===== config.mk =====
export PLATFORM = sky130hd
export DESIGN_NAME = quad_decoder
export DESIGN_NICKNAME = d
export VERILOG_FILES = /design/src/rtl/quad_pkg.sv /design/src/rtl/quad_filter.sv /design/src/rtl/quad_decoder.sv
export SDC_FILE = /design/constraint.sdc
export NUM_CORES = 1
export LEC_CHECK = 0
export ABC_AREA = 1
export CORE_UTILIZATION = 45
export CTS_CLUSTER_SIZE = 16
export DETAILED_ROUTE_END_ITERATION = 8
export PLACE_DENSITY = 0.79
export SKIP_LAST_GASP = 1
export SYNTH_ARGS = -nofsm -noshare
export SYNTH_HDL_FRONTEND = slang
export SYNTH_SLANG_ARGS = --single-unit

===== constraint.sdc =====
create_clock -name i_clk -period 2.6 [get_ports i_clk]
set_input_delay 0.52 -clock i_clk [delete_from_list [all_inputs] [get_ports i_clk]]
set_output_delay 0.52 -clock i_clk [all_outputs]
set_load 0.02 [all_outputs]

===== src/rtl/quad_pkg.sv =====
// rtl/quad_pkg.sv - shared types, accumulator limits and step classifier for the quadrature decoder
package quad_pkg;

    localparam int ACC_W = 8;
    localparam logic signed [ACC_W-1:0] ACC_MAX = 8'sh7F;
    localparam logic signed [ACC_W-1:0] ACC_MIN = 8'sh80;

    typedef enum logic [1:0] {
        STEP_NONE,
        STEP_CW,
        STEP_CCW,
        STEP_ERR
    } step_e;

    // Low two bits of each primed state are the AB value it represents.
    typedef enum logic [2:0] {
        S00      = 3'b000,
        S01      = 3'b001,
        S11      = 3'b011,
        S10      = 3'b010,
        UNPRIMED = 3'b100
    } dec_state_e;

    function automatic step_e classify(input logic [1:0] cur, input logic [1:0] nxt);
        logic [1:0] cw_ab;
        logic [1:0] ccw_ab;
        cw_ab  = {cur[0], ~cur[1]};
        ccw_ab = {~cur[0], cur[1]};
        if (nxt == cur)
            return STEP_NONE;
        else if (nxt == cw_ab)
            return STEP_CW;
        else if (nxt == ccw_ab)
            return STEP_CCW;
        else
            return STEP_ERR;
    endfunction

endpackage


===== src/rtl/quad_filter.sv =====
// rtl/quad_filter.sv - 2-FF synchronizer plus stability filter for one quadrature phase
module quad_filter
    import quad_pkg::*;
#(
    parameter int unsigned FILT_LEN = 4
) (
    input  logic i_clk,
    input  logic i_reset,
    input  logic i_d,
    output logic o_q,
    output logic o_valid
);

    localparam logic [7:0] LAST = 8'(FILT_LEN - 1);

    logic       r_sync1;
    logic       r_sync2;
    logic       r_q;
    logic       r_valid;
    logic [1:0] r_fill;
    logic [7:0] r_cnt;
    logic       w_cnt_done;

    assign w_cnt_done = (r_cnt == LAST);

    // Before the first acceptance the filter tracks the input and only
    // declares itself valid once it has held steady for FILT_LEN cycles;
    // r_fill keeps the stale reset contents of the synchronizer out of that.
    always_ff @(posedge i_clk) begin
        if (i_reset) begin
            r_sync1 <= 1'b0;
            r_sync2 <= 1'b0;
            r_q     <= 1'b0;
            r_valid <= 1'b0;
            r_fill  <= 2'b00;
            r_cnt   <= '0;
        end else begin
            r_sync1 <= i_d;
            r_sync2 <= r_sync1;
            r_fill  <= {r_fill[0], 1'b1};
            if (!r_fill[1]) begin
                r_cnt <= '0;
            end else if (!r_valid) begin
                if (r_sync2 != r_q) begin
                    r_q   <= r_sync2;
                    r_cnt <= '0;
                end else if (w_cnt_done) begin
                    r_valid <= 1'b1;
                    r_cnt   <= '0;
                end else begin
                    r_cnt <= r_cnt + 8'd1;
                end
            end else if (r_sync2 != r_q) begin
                if (w_cnt_done) begin
                    r_q   <= r_sync2;
                    r_cnt <= '0;
                end else begin
                    r_cnt <= r_cnt + 8'd1;
                end
            end else begin
                r_cnt <= '0;
            end
        end
    end

    assign o_q     = r_q;
    assign o_valid = r_valid;

endmodule


===== src/rtl/quad_decoder.sv =====
// rtl/quad_decoder.sv - x4 quadrature decoder with position, read-and-clear delta and error count
module quad_decoder
    import quad_pkg::*;
#(
    parameter int unsigned FILT_LEN = 4,
    parameter int unsigned POS_W    = 16,
    parameter int unsigned WRAP     = 1
) (
    input  logic                    i_clk,
    input  logic                    i_reset,
    input  logic                    i_quad_a,
    input  logic                    i_quad_b,
    input  logic                    i_clr,
    input  logic                    i_rd_req,
    output logic signed [POS_W-1:0] o_pos,
    output logic                    o_step_cw,
    output logic                    o_step_ccw,
    output logic                    o_dir,
    output logic signed [7:0]       o_delta_out,
    output logic                    o_rd_valid,
    output logic                    o_err,
    output logic [7:0]              o_err_cnt
);

    localparam logic signed [POS_W-1:0] POS_MAX = {1'b0, {(POS_W-1){1'b1}}};
    localparam logic signed [POS_W-1:0] POS_MIN = {1'b1, {(POS_W-1){1'b0}}};
    localparam logic signed [POS_W-1:0] POS_ONE = {{(POS_W-1){1'b0}}, 1'b1};

    logic                    w_a;
    logic                    w_b;
    logic                    w_va;
    logic                    w_vb;
    logic [1:0]              r_ab;
    logic                    r_ab_vld;
    dec_state_e              r_state;
    dec_state_e              w_next;
    step_e                   w_step;
    logic signed [POS_W-1:0] w_pos_nxt;
    logic signed [7:0]       w_acc_nxt;
    logic signed [7:0]       w_acc_fresh;

    logic signed [POS_W-1:0] r_pos;
    logic signed [7:0]       r_acc;
    logic signed [7:0]       r_delta;
    logic                    r_rd_pend;
    logic                    r_rd_valid;
    logic                    r_dir;
    logic                    r_step_cw;
    logic                    r_step_ccw;
    logic                    r_err;
    logic [7:0]              r_err_cnt;

    quad_filter #(.FILT_LEN(FILT_LEN)) u_filt_a (
        .i_clk   (i_clk),
        .i_reset (i_reset),
        .i_d     (i_quad_a),
        .o_q     (w_a),
        .o_valid (w_va)
    );

    quad_filter #(.FILT_LEN(FILT_LEN)) u_filt_b (
        .i_clk   (i_clk),
        .i_reset (i_reset),
        .i_d     (i_quad_b),
        .o_q     (w_b),
        .o_valid (w_vb)
    );

    // Pipeline stage between filter and decoder sets the fixed step latency.
    always_ff @(posedge i_clk) begin
        if (i_reset) begin
            r_ab     <= 2'b00;
            r_ab_vld <= 1'b0;
        end else begin
            r_ab     <= {w_a, w_b};
            r_ab_vld <= w_va & w_vb;
        end
    end

    always_ff @(posedge i_clk) begin
        if (i_reset)
            r_state <= UNPRIMED;
        else
            r_state <= w_next;
    end

    always_comb begin
        w_next = r_state;
        w_step = STEP_NONE;
        if (r_ab_vld) begin
            w_next = dec_state_e'({1'b0, r_ab});
            if (r_state != UNPRIMED)
                w_step = classify(r_state[1:0], r_ab);
        end
    end

    always_comb begin
        w_pos_nxt   = r_pos;
        w_acc_nxt   = r_acc;
        w_acc_fresh = 8'sh00;
        if (w_step == STEP_CW) begin
            if (WRAP != 0 || r_pos != POS_MAX)
                w_pos_nxt = r_pos + POS_ONE;
            if (r_acc != ACC_MAX)
                w_acc_nxt = r_acc + 8'sh01;
            w_acc_fresh = 8'sh01;
        end else if (w_step == STEP_CCW) begin
            if (WRAP != 0 || r_pos != POS_MIN)
                w_pos_nxt = r_pos - POS_ONE;
            if (r_acc != ACC_MIN)
                w_acc_nxt = r_acc - 8'sh01;
            w_acc_fresh = 8'shFF;
        end
    end

    // A read latches the accumulator one cycle after the request so a step
    // decoded on the request edge is still included.
    always_ff @(posedge i_clk) begin
        if (i_reset) begin
            r_pos      <= '0;
            r_acc      <= '0;
            r_delta    <= '0;
            r_rd_pend  <= 1'b0;
            r_rd_valid <= 1'b0;
            r_dir      <= 1'b0;
            r_step_cw  <= 1'b0;
            r_step_ccw <= 1'b0;
            r_err      <= 1'b0;
            r_err_cnt  <= '0;
        end else begin
            r_step_cw  <= (w_step == STEP_CW);
            r_step_ccw <= (w_step == STEP_CCW);
            r_err      <= (w_step == STEP_ERR);
            if (w_step == STEP_CW)
                r_dir <= 1'b1;
            else if (w_step == STEP_CCW)
                r_dir <= 1'b0;
            r_rd_pend  <= i_rd_req;
            r_rd_valid <= r_rd_pend;
            if (i_clr) begin
                r_pos     <= '0;
                r_acc     <= '0;
                r_err_cnt <= '0;
                if (r_rd_pend)
                    r_delta <= '0;
            end else begin
                r_pos <= w_pos_nxt;
                if (w_step == STEP_ERR && r_err_cnt != 8'hFF)
                    r_err_cnt <= r_err_cnt + 8'd1;
                if (r_rd_pend) begin
                    r_delta <= r_acc;
                    r_acc   <= w_acc_fresh;
                end else begin
                    r_acc <= w_acc_nxt;
                end
            end
        end
    end

    assign o_pos       = r_pos;
    assign o_step_cw   = r_step_cw;
    assign o_step_ccw  = r_step_ccw;
    assign o_dir       = r_dir;
    assign o_delta_out = r_delta;
    assign o_rd_valid  = r_rd_valid;
    assign o_err       = r_err;
    assign o_err_cnt   = r_err_cnt;

endmodule

==> results, run 1 <==
- The number of nets with antenna violations after detailed routing is 0.
- The transition time at the pin with the least slew margin is approximately 0.6 ns.
- Measured against its own limit, the worst slew margin works out to approximately three fifths.
- The first global-routing pass estimated between 15,000 and 20,000 µm of wire.
- The register bit total from synthesis is 78.
- The cell count after placement is between 800 and 900.
- The worst-case clock buffer depth is 2.
- Static timing analysis puts the maximum clock frequency at 401 MHz.
- Before antenna repair, the detailed router went through 6 iterations.
- The timing startpoint of the critical path is r_state[0].
- Sorting the synthesized cells by area gives the leading types as dfxtp_1 35%, nand2_1 13%, inv_1 8.9%.
- The die span in y is slightly above 100 µm.
- Setup repair after global routing could not meet its margin everywhere.
- The cell taking the most area after synthesis is dfxtp_1.
- The total inserted antenna cells is 0.
- The via count of the first global-routing pass is between 3,000 and 4,000.
- The cell row count is 36.
- The CTS buffer count is 9.
- The post-synthesis adder-cell area fraction is 8.42%.
- Global routing consumed, over all layers together, about a fifth of the routing resources.
- Detailed placement finished with a half-perimeter wire length of approximately 7000 µm.
- The number of max-slew violations in the final report is 0.
- The arrival time at the worst endpoint is roughly 2.7 ns.
- For this design, the sink count on the clock tree is between 70 and 80.
- The clock tree from TritonCTS is done.
- The startpoint identified for the worst hold timing path is u_filt_b.r_fill[0].
- The final-report hold violation count is 0.
- Entering global routing, the biggest net connects 31 pins.
- The run finished, with violations left.
- The clock slew at the register clock pins of the worst setup and hold paths is 0.09 ns.
- Of the post-synthesis cell area, the dominant cell type holds 34.8%.
- The sort of element at the start of the critical path is a flop.
- Multiplexer cells account for 0% of the synthesized area.
- The checks that failed: DRC.
- The worst hold-check slack is 0.400 ns.
- Setup total negative slack on the finished layout was measured at 0 ns.
- The floorplan die area is between 0.01 and 0.015 mm².
- The count of distinct cell types in the synthesized netlist is 36.
- The main combinational cell family by area after synthesis is simple AND/OR/NAND/NOR gates.
- The count of final setup violators is 0.
- Across the run, the number of max-cap violations was 0.
- The count of input and output buffers is 42.
- The xor-xnor portion of the synthesized cell area is under 10%.
- The worst ir drop on vdd is around 0.32 mV.
- The fraction of layout cells with a size suffix above 1 is 9.78%.
- The cell area after synthesis is about 0.0045 mm².
- The global route total overflow is 0.
- In this run the critical register-to-register path is launched from r_state[0].
- On the final layout, the worst clock skew is approximately 0.0084 ns.
- Counting every net in the synthesized netlist gives 694.
- Using the TritonRoute via totals, the vias-per-cell ratio works out to 4.98.
- The library cell used as clock root buffer is clkbuf_8.
- For this design the ratio of total power to cell area is roughly 450 mW/mm².
- The sequential fraction of the synthesis area is 34.8%.
- The final routed wire length divided by cell count is ~12 µm.
- At the worst endpoint, the required time is about 2.8 ns.
- The I/O pin total is 43.
- For this block, the routed nets add up to ~10,000 µm of wire.
- The via count of the routed design is 4,225.
- The total number of yosys warnings is 0.
- The number of DRC markers in iteration 0 is between 100 and 150.
- The critical path is of the flop to flop type.
- The per-instance average area after synthesis is around 7 µm².
- The placeable core area is ~0.0097 mm².
- The maximum level of the CTS H-tree is 3.
- Of the available clock period, the critical path in the final layout requires a little over nine tenths.
- The later-pin clock latency in the skew report is roughly 0.36 ns.
- The worst setup path is captured at a flop.
- The initial core utilization is a little under half.
- The analysis attributes to cell leakage a power of 2.60 nW.
- Routability-driven placement finished with a final weighted congestion of about 0.91.
- In this run the worst hold path is classified as flop to flop.
- The synthesized-area fraction occupied by and/or/nand/nor cells is about a third.
- The post-route non-filler standard cell count is roughly 850.
- After detailed routing, the number of remaining DRC violations is 1.
- The number of antenna violations at the first check in global routing is 0.
- The number of nets in the finished design is between 700 and 800.
- Summing the areas of all compound-gate instances in the mapped netlist gives approximately 9.3% of the synthesized area.
- The die is ~100 µm wide.
- In this run the worst path has a maximum fanout of 11.
- In the synthesized netlist, the number of instances is ~660.
- The clock period minus worst slack is 2.49 ns.
- The synthesis-to-finish area growth is 23.3%.
[cells in the final DEF (no fill, tap or decap), types with 6 or more instances in the layout]
master	n
a21oi_1	30
a21oi_2	6
buf_4	8
clkbuf_8	10
clkdlybuf4s50_1	42
dfxtp_1	74
ha_1	17
ha_4	8
inv_1	107
nand2_1	153
nand3_1	47
nand3b_1	6
nand4_1	9
nor2_1	94
o21ai_0	17
o31ai_1	8
xnor2_1	10
xor2_1	11
[power breakdown]
group	leakage, nW	total [W]	internal, W	switching, W
logic	1.85	0.000125	0.0000452	0.0000799
clock network	0.124	0.00114	0.000671	0.000467
registers	0.633	0.00122	0.00121	0.0000115
[kinds of logic after synthesis]
kind of cell / after synthesis
and+or+nand+nor: 334
buffers and inverters: 123
DFF: 78
AOI/OAI and AO/OA: 72
adders and majority gates: 29
xor gates and xnor gates: 23
[area by class of cell]
type                            instances  area (µm²)
Tap cell                              133         166
Timing Repair Buffer                   51         500
Inverter                              111         427
Fill cell                             885        4190
Sequential cell                        78        1570
Clock inverter                          6         115
Clock buffer                           10         138
Timing Repair inverter                  2        12.5
Multi-Input combinational cell        458        2610
[flip-flops by register name, indices dropped and copies added (netlist names), 2 cells and up]
name,cells
u_filt_b.r_fill,2
r_ab,2
o_err_cnt,8
r_state,3
r_acc,8
o_pos,16
u_filt_a.r_cnt,8
o_delta_out,8
u_filt_b.r_cnt,8
[cells in the mapped netlist (all sizes together)]
| master | count |
|---|---|
| nand2 | 159 |
| o21bai | 1 |
| o32ai | 2 |
| nor2 | 96 |
| o21ai | 17 |
| nand3 | 52 |
| xor2 | 13 |
| xnor2 | 10 |
| or2 | 3 |
| fa | 2 |
| inv | 111 |
| o211ai | 4 |
| a21oi | 36 |
| dfxtp | 78 |
| nand3b | 8 |
| nor3b | 2 |
| nor3 | 5 |
| buf | 6 |
| clkbuf | 6 |
| ha | 27 |
| a31oi | 2 |
| o311ai | 1 |
| o31ai | 8 |
| nand4 | 9 |
| a21o | 1 |
[per-layer routing]
layer	share of wire [%]	vias to the layer above	GRT usage [%]
met1	44	1930	23.1
met4	2.5	0	10.3
met2	49	85	35.7
li1	-	2191	-
met5	0	-	0
met3	4.3	19	3.76
[worst max-delay path, stage by stage, from the launching register on]
cell      delay, ns
dfxtp_2        0.36
xnor2_1        0.13
nand2_1        0.07
o311ai_1       0.10
nor2_1         0.24
ha_4           0.26
inv_4          0.11
ha_1           0.33
or2_2          0.33
a21o_1         0.19
nand3_1        0.06
nand2_1        0.05
nand2_1        0.06
a21oi_1        0.05
[stage by stage]
step / area [µm²] / utilization (%) / worst slack, ns / total power [W]
after floorplan: 4490 / - / 0.0618 / 0.00134
after global placement: 5090 / 52.3 / 0.0129 / 0.00136
after detailed placement: 5090 / 52.3 / -0.0199 / 0.00137
after CTS: 5340 / 54.9 / 0.0132 / 0.00250
after global routing: 5540 / 56.9 / -0.0622 / 0.00258
final: 5540 / 56.9 / 0.109 / 0.00248
[timing repair]
action                                  CTS  global route
cloned                                    0             2
pin swaps                                 0             6
resized for setup                         2            34
setup buffers                             0             2
endpoints found under the hold margin     0             0
endpoints found under the setup margin    6            18
hold buffers                              0             0
[path summary, 6_finish.rpt]
path | to | slack (ns) | cells past startpoint
hold reg to reg | u_filt_b.r_fill[1] | 0.40 | 2
setup reg to reg | r_acc[4] | 0.11 | 13
hold / removal | u_filt_b.r_fill[1] | 0.40 | 2
setup / recovery | r_acc[4] | 0.11 | 13
Note: power is estimated with default switching activity, not from simulation.
==> run 2: changes to the inputs <==
--- a/config.mk
+++ b/config.mk
@@ -10,5 +10,5 @@
 export CTS_CLUSTER_SIZE = 16
 export DETAILED_ROUTE_END_ITERATION = 8
-export PLACE_DENSITY = 0.79
+export PLACE_DENSITY = 0.76
 export SKIP_LAST_GASP = 1
 export SYNTH_ARGS = -nofsm -noshare
==> constraint.sdc (replaced) <==
create_clock -name i_clk -period 3 [get_ports i_clk]
set_input_delay 0.3 -clock i_clk [delete_from_list [all_inputs] [get_ports i_clk]]
set_output_delay 0.3 -clock i_clk [all_outputs]
set_load 0.02 [all_outputs]
==> run 2 against run 1 <==
  * Hold slack better by 0.015 ns
  * Sequential share of layout area increased by 1.4 points
  * Via count decreased by 0.80%
  * The flow now finishes without violations
  * Critical path type unchanged
==> results, run 2 (synthesis results as in run 1) <==
- The top cell types in the final layout, fill and taps aside, are 156 x nand2_1, 107 x inv_1, 94 x nor2_1, 78 x dfxtp_1, 50 x nand3_1.
- The area taken by multi-input logic gates is 0.00245 mm² (-6.1%).
- The data required time at the worst endpoint was 3.27 ns (+0.45 ns).
- The class of the tightest hold or removal check is flop to flop.
- The worst ir drop on vdd is 0.181 mV (-44%).
- The first-pass detailed-route iteration total was 4 (-2).
- The transition time at the pin with the least slew margin is 0.583 ns (-0.00945 ns).
- The global route total overflow came to 0 (unchanged).
- The die span in y is 102 µm (unchanged).
- The overall routed net length was 9590 µm (-5.8%).
- The HPWL reported at the end of detailed placement came to 7170 µm (+1.3%).
- The count of input and output buffers is 42 (unchanged).
- The number of DRC markers in iteration 0 is 176 (+34%).
- The cell area after placement came to 0.00506 mm² (-0.59%).
- The critical path's largest stage delay is 0.41 ns (+0.05 ns).
- The count of final setup violators was 0 (unchanged).
- The static leakage is 2.53 nW (-2.9%).
- The detailed-route DRC error count is 0 (-1).
- The final-report hold violation count is 0 (unchanged).
- Leaving out fill and tap cells, the most frequent cell in the layout is nand2_1.
- The placeable core area is 0.00973 mm² (unchanged).
- The global placer's final weighted congestion is 0.896 (-1.7%).
- The most numerous cell type found on the critical path is nand2_1.
- The clock skew was 0.00622 ns (-0.00217 ns).
- TritonCTS built the clock tree.
- The critical path buffer and inverter count came to 3 (+2).
- The number of max-capacitance violations reported is 0 (unchanged).
- The critical-path maximum fanout was 21 (+10).
- The total inserted antenna cells is 0 (unchanged).
- The number of nets with antenna violations after detailed routing is 0 (unchanged).
- The initial core utilization is 46.1% (unchanged).
- The overall die width is 102 µm (unchanged).
- The slowest stage of the critical path belongs to the cell dfxtp_1.
- The via count of the routed design came to 4,191 (-0.80%).
- The overall routing resource usage came to 20.1% (-0.029 points).
- The later-pin clock latency in the skew report was 0.36 ns (about the same).
- The fraction of layout cells with a size suffix above 1 is 5.34% (-4.4 points).
- The I/O pin total is 43 (unchanged).
- The floorplan die area came to 0.0104 mm² (unchanged).
- The arrival time at the worst endpoint is 2.99 ns (+0.28 ns).
- The kind of cell with the highest combined delay along the critical path is simple AND/OR/NAND/NOR gates.
- The pin count of the biggest net entering global routing came to 31 (unchanged).
- The number of fillers in the final layout was 955 (+7.9%).
- The post-route core utilization was 54.1% (-2.8 points).
- The clock period minus worst slack is 2.72 ns (+0.227 ns).
- Relative to the synthesized area, the layout overhead comes to 17.3%.
- The clock slew at the register clock pins of the worst setup and hold paths is 0.10 ns (about the same).
- The number of max-slew violations in the final report is 0 (unchanged).
- By startpoint and endpoint, the worst setup path is classified as flop to flop.
- The number of nets in the finished design came to 741 (-0.67%).
- The storage element area is 0.00156 mm² (-0.32%).
- The kind of capture point of the worst setup path is a flop.
- The via count of the first global-routing pass is 3,928 (+0.98%).
- The power density normalized to cell area is 372 mW/mm² (-17%).
- The number of flip-flops in the largest register is 16 (unchanged).
- The worst slew slack as a fraction of its limit was 61.1% (+0.63 points).
- STA classifies the critical path startpoint as a flop.
- Traced cell by cell, the critical path runs through xnor2_1 -> nand2_1 -> o311ai_0 -> nor2_1 -> inv_1 -> ha_1 -> inv_6 -> ha_1 -> or2_1 -> nand3b_1 -> nand2_1 -> nand2_1 -> nand2_1 -> nand2_1 -> nand3_1 -> nand2_1 -> inv_1.
- The run finished with clean final reports.
- The design area came to 0.00527 mm² (-4.9%).
- The global-route wire length before repair is 16,700 µm (+0.84%).
- The final sum of negative setup slack is 0 ns (unchanged).
- The flop-to-flop setup slack is 0.28 ns (+0.17 ns).
- The number of sinks on the clock net was 78 (unchanged).
- The root buffer cell chosen for the clock tree is clkbuf_8.
- The maximum level of the CTS H-tree is 3 (unchanged).
- The number of antenna violations at the first check in global routing came to 0 (unchanged).
- The share of the clock period used by the worst path after layout is 90.6% (-5.2 points).
- The number of hold buffers added after cts is 0 (unchanged).
- The worst-case clock buffer depth came to 2 (unchanged).
- The post-layout total power is 0.00196 W (-21%).
- The worst hold-check slack is 0.414 ns (+0.0145 ns).
- The final routed wire length divided by cell count is 11.4 µm (-5.3%).
- The CTS buffer count came to 9 (unchanged).
- The number of vias per cell after detailed routing is 4.97 (-0.22%).
- The cell row count is 36 (unchanged).
- The maximum clock frequency is 368 MHz (-8.3%).
run 2: timing repair:
action,CTS,global route
buffers inserted,0,1
endpoints found under the setup margin,0,13
gates resized for setup,0,3
run 2: stage by stage:
step / cells / worst slack (ns)
finish: 844 / 0.283
global route: 844 / -0.0180
floorplan: 659 / 0.382
CTS: 843 / 0.131
global placement: 827 / 0.271
detailed placement: 827 / 0.147
run 2: worst reg2reg max path: cells and delay by family (launching register included):
kind	cells	cell delay (ns)
and+or+nand+nor	10	1.14
adders and majority gates	2	0.55
DFF	1	0.41
buffers and inverters	3	0.29
AOI/OAI and AO/OA	1	0.14
xor gates and xnor gates	1	0.10
run 2: final timing paths:
kind                          from               end  cells after the start
setup / recovery        r_state[0]         o_pos[13]                     17
hold / removal    u_filt_a.r_sync1  u_filt_a.r_sync2                      2
setup reg to reg        r_state[0]         o_pos[13]                     17
hold reg to reg   u_filt_a.r_sync1  u_filt_a.r_sync2                      2
run 2: layout make-up:
| class | instances | area share, % |
|---|---|---|
| clock inverter | 7 | 1.38 |
| timing repair buffer | 48 | 8.84 |
| sequential | 78 | 29.7 |
| clock buffer | 9 | 2.35 |
| inverter | 111 | 8.06 |
| multi-input combinational | 458 | 46.6 |
| tap | 133 | 3.16 |
run 2: where the power goes:
group          internal (W)  switching, W  total, W
combinational     0.0000373     0.0000673  0.000105
sequential          0.00105    0.00000897   0.00106
clock              0.000328      0.000468  0.000796
total               0.00141      0.000544   0.00196
run 2: routing by layer:
| layer | vias up | part of all wire (%) | GRT usage (%) |
|---|---|---|---|
| met5 | - | 0 | 0 |
| met4 | 0 | 1.5 | 7.36 |
| met3 | 18 | 4.0 | 4.58 |
| met2 | 66 | 49 | 35.6 |
| met1 | 1932 | 46 | 23.7 |
| li1 | 2175 | - | - |
==> run 3: changes to the inputs <==
CORE_UTILIZATION = 58   (was 45)
HOLD_SLACK_MARGIN = 0.08   (was default)
PLACE_DENSITY = 0.92   (was 0.76)
==> run 3 against run 2 <==
  * Register-to-register slack lost 0.07 ns
  * Clock-buffer cell count is the same
  * Worst setup slack got worse by 0.071 ns
==> results, run 3 (synthesis results as in run 1) <==
- Setup repair after global routing left no endpoint under its margin.
- The arrival time at the worst endpoint is 3.02 ns (+0.03 ns).
- The path with the worst hold slack has its endpoint at u_filt_b.r_fill[1].
- The cell row count is 31 (-14%).
- The launching point of the worst reg2reg path is r_ab[1].
- The HPWL reported at the end of detailed placement is 7490 µm (+4.5%).
- The flop-to-flop setup slack is 0.21 ns (-0.07 ns).
- Leaving out fill and tap cells, the most frequent cell in the layout is nand2_1.
- The cell depth of the worst min-delay path was 2 (unchanged).
- The post-place setup slack was 0.210 ns (+0.0631 ns).
- The sort of element at the start of the critical path is a flop.
- The pin count of the biggest net entering global routing is 31 (unchanged).
- The library cell used as clock root buffer is clkbuf_8.
- The CTS buffer count is 9 (unchanged).
- The power density normalized to cell area came to 371 mW/mm² (about the same).
- The number of antenna violations at the first check in global routing was 0 (unchanged).
- The final routed wire length divided by cell count was 13.0 µm (+15%).
- The fraction of layout cells with a size suffix above 1 is 5.21% (-0.13 points).
- The startpoint identified for the worst hold timing path is u_filt_b.r_fill[0].
- The static leakage is 2.51 nW (-0.70%).
- The final sum of negative setup slack came to 0 ns (unchanged).
- The via count of the routed design is 4,299 (+2.6%).
- The I/O pin total is 43 (unchanged).
- The maximum clock frequency is 359 MHz (-2.5%).
- The number of nets with antenna violations after detailed routing is 0 (unchanged).
- The via count of the first global-routing pass came to 4,311 (+9.8%).
- The count of final setup violators came to 0 (unchanged).
- The clock skew is 0.0157 ns (+0.00946 ns).
- The kind of capture point of the worst setup path is a flop.
- The number of flip-flops in the largest register is 16 (unchanged).
- The worst ir drop on vdd is 0.317 mV (+75%).
- The global-route wire length before repair was 18,400 µm (+10%).
- The first-pass detailed-route iteration total is 5 (+1).
- The detailed-route DRC error count is 0 (unchanged).
- The final-report hold violation count is 0 (unchanged).
- The placeable core area is 0.00737 mm² (-24%).
- The maximum level of the CTS H-tree is 3 (unchanged).
- The worst-case clock buffer depth is 2 (unchanged).
- The synthesis-to-finish area growth is 15.9%.
- The overall routed net length is 10,500 µm (+10%).
- In this run the worst hold path is classified as flop to flop.
- The later-pin clock latency in the skew report is 0.37 ns (about the same).
- The minimum setup slack in the final design was 0.212 ns (-0.0706 ns).
- The transition time at the pin with the least slew margin is 0.569 ns (-0.0136 ns).
- The run finished with clean final reports.
- The number of nets in the finished design is 740 (-0.13%).
- The clock tree from TritonCTS is done.
- The endpoint identified for the worst register-to-register timing path is r_acc[6].
- In the layout the commonest cells are 156 x nand2_1, 107 x inv_1, 94 x nor2_1, 78 x dfxtp_1, 50 x nand3_1.
- The number of max-capacitance violations reported is 0 (unchanged).
- The number of sinks on the clock net was 78 (unchanged).
- The post-layout total power is 0.00193 W (-1.2%).
- The share of the clock period used by the worst path after layout is 92.9% (+2.4 points).
- The worst slew slack as a fraction of its limit is 62.0% (+0.91 points).
- The clock period minus worst slack came to 2.79 ns (+0.0706 ns).
- The number of max-slew violations in the final report came to 0 (unchanged).
- The count of input and output buffers is 42 (unchanged).
- The clock slew at the register clock pins of the worst setup and hold paths is 0.10 ns (about the same).
- The data required time at the worst endpoint is 3.24 ns (-0.03 ns).
- The number of vias per cell after detailed routing is 5.31 (+7.0%).
- The timing startpoint of the critical path is r_ab[1].
- The floorplan die area is 0.00810 mm² (-22%).
- The overall routing resource usage is 27.5% (+7.4 points).
- The total inserted antenna cells is 0 (unchanged).
- The length in cells of the worst reg-to-reg path is 16 (-1).
- The initial core utilization is 60.9% (+15 points).
- The die span in y is 90.0 µm (-12%).
- The global placer's final weighted congestion came to 0.875 (-2.4%).
- The global route total overflow came to 0 (unchanged).
- The number of DRC markers in iteration 0 is 239 (+36%).
- The overall die width is 90.0 µm (-12%).
- The type of the worst setup path is flop to flop.
- The critical-path maximum fanout is 18 (-14%).
-- run 3: changes by cell type in the layout (fill, tap and decap cells not counted), sizes merged --
cell,change
clkinv,-1
clkinvlp,+2
inv,-1
buf,-1
-- run 3: critical path, stage by stage, from the launching register on --
cell and delay, ns:
dfxtp_1 0.42, xnor2_1 0.10, nand2_1 0.06, o311ai_0 0.16, nor2_1 0.25, ha_1 0.27, inv_4 0.13, buf_4 0.21
fa_1 0.40, nand2_1 0.10, nand2_1 0.11, nand3b_1 0.13, nand2_1 0.06, nand2_1 0.06, nand2_1 0.05, nand3_1 0.08
a21oi_1 0.06
-- run 3: area by class of cell --
| type | count | area [µm²] |
|---|---|---|
| Sequential cell | 78 | 1560 |
| Fill cell | 592 | 2170 |
| Tap cell | 99 | 124 |
| Multi-Input combinational cell | 458 | 2450 |
| Timing Repair Buffer | 47 | 458 |
| Clock buffer | 9 | 124 |
| Inverter | 111 | 422 |
| Clock inverter | 7 | 62.6 |
-- run 3: routing by layer --
layer | GRT usage (%) | wire length, µm | share of wire [%] | vias up
li1 | - | - | - | 2174
met1 | 29.4 | 4270 | 40 | 1968
met2 | 51.0 | 5460 | 52 | 120
met3 | 5.75 | 483 | 4.6 | 37
met4 | 13.4 | 342 | 3.2 | 0
met5 | 0 | 0 | 0 | -
-- run 3: how the worst max path moves through the flow --
stage,endpoint,slack [ns],depth (start not counted)
2_1_floorplan,o_pos[13],0.38,14
3_3_place_gp,r_acc[7],0.37,14
3_5_place_dp,r_acc[7],0.21,14
4_1_cts,r_acc[7],0.18,14
5_1_grt,o_pos[13],0.002,18
6_report,r_acc[6],0.21,16
-- run 3: metrics by stage --
step / hold WS (ns) / cells / area [µm²] / utilization, %
2_1_floorplan: 0.388 / 659 / 4490 / -
3_3_place_gp: 0.391 / 793 / 5010 / 68.0
3_5_place_dp: 0.404 / 793 / 5010 / 68.0
4_1_cts: 0.415 / 809 / 5200 / 70.6
5_1_grt: 0.429 / 809 / 5200 / 70.6
6_report: 0.414 / 809 / 5200 / 70.6
-- run 3: repair_timing --
item / CTS / global route
resized for setup: 0 / 2
hold buffers: 0 / 0
endpoints found under the setup margin: 0 / 11
setup buffers: 0 / 0
-- run 3: power breakdown --
part / switching [W] / internal, W
Combinational: 0.0000712 / 0.0000376
Clock: 0.000449 / 0.000317
Sequential: 0.0000101 / 0.00105
Total: 0.000530 / 0.00140
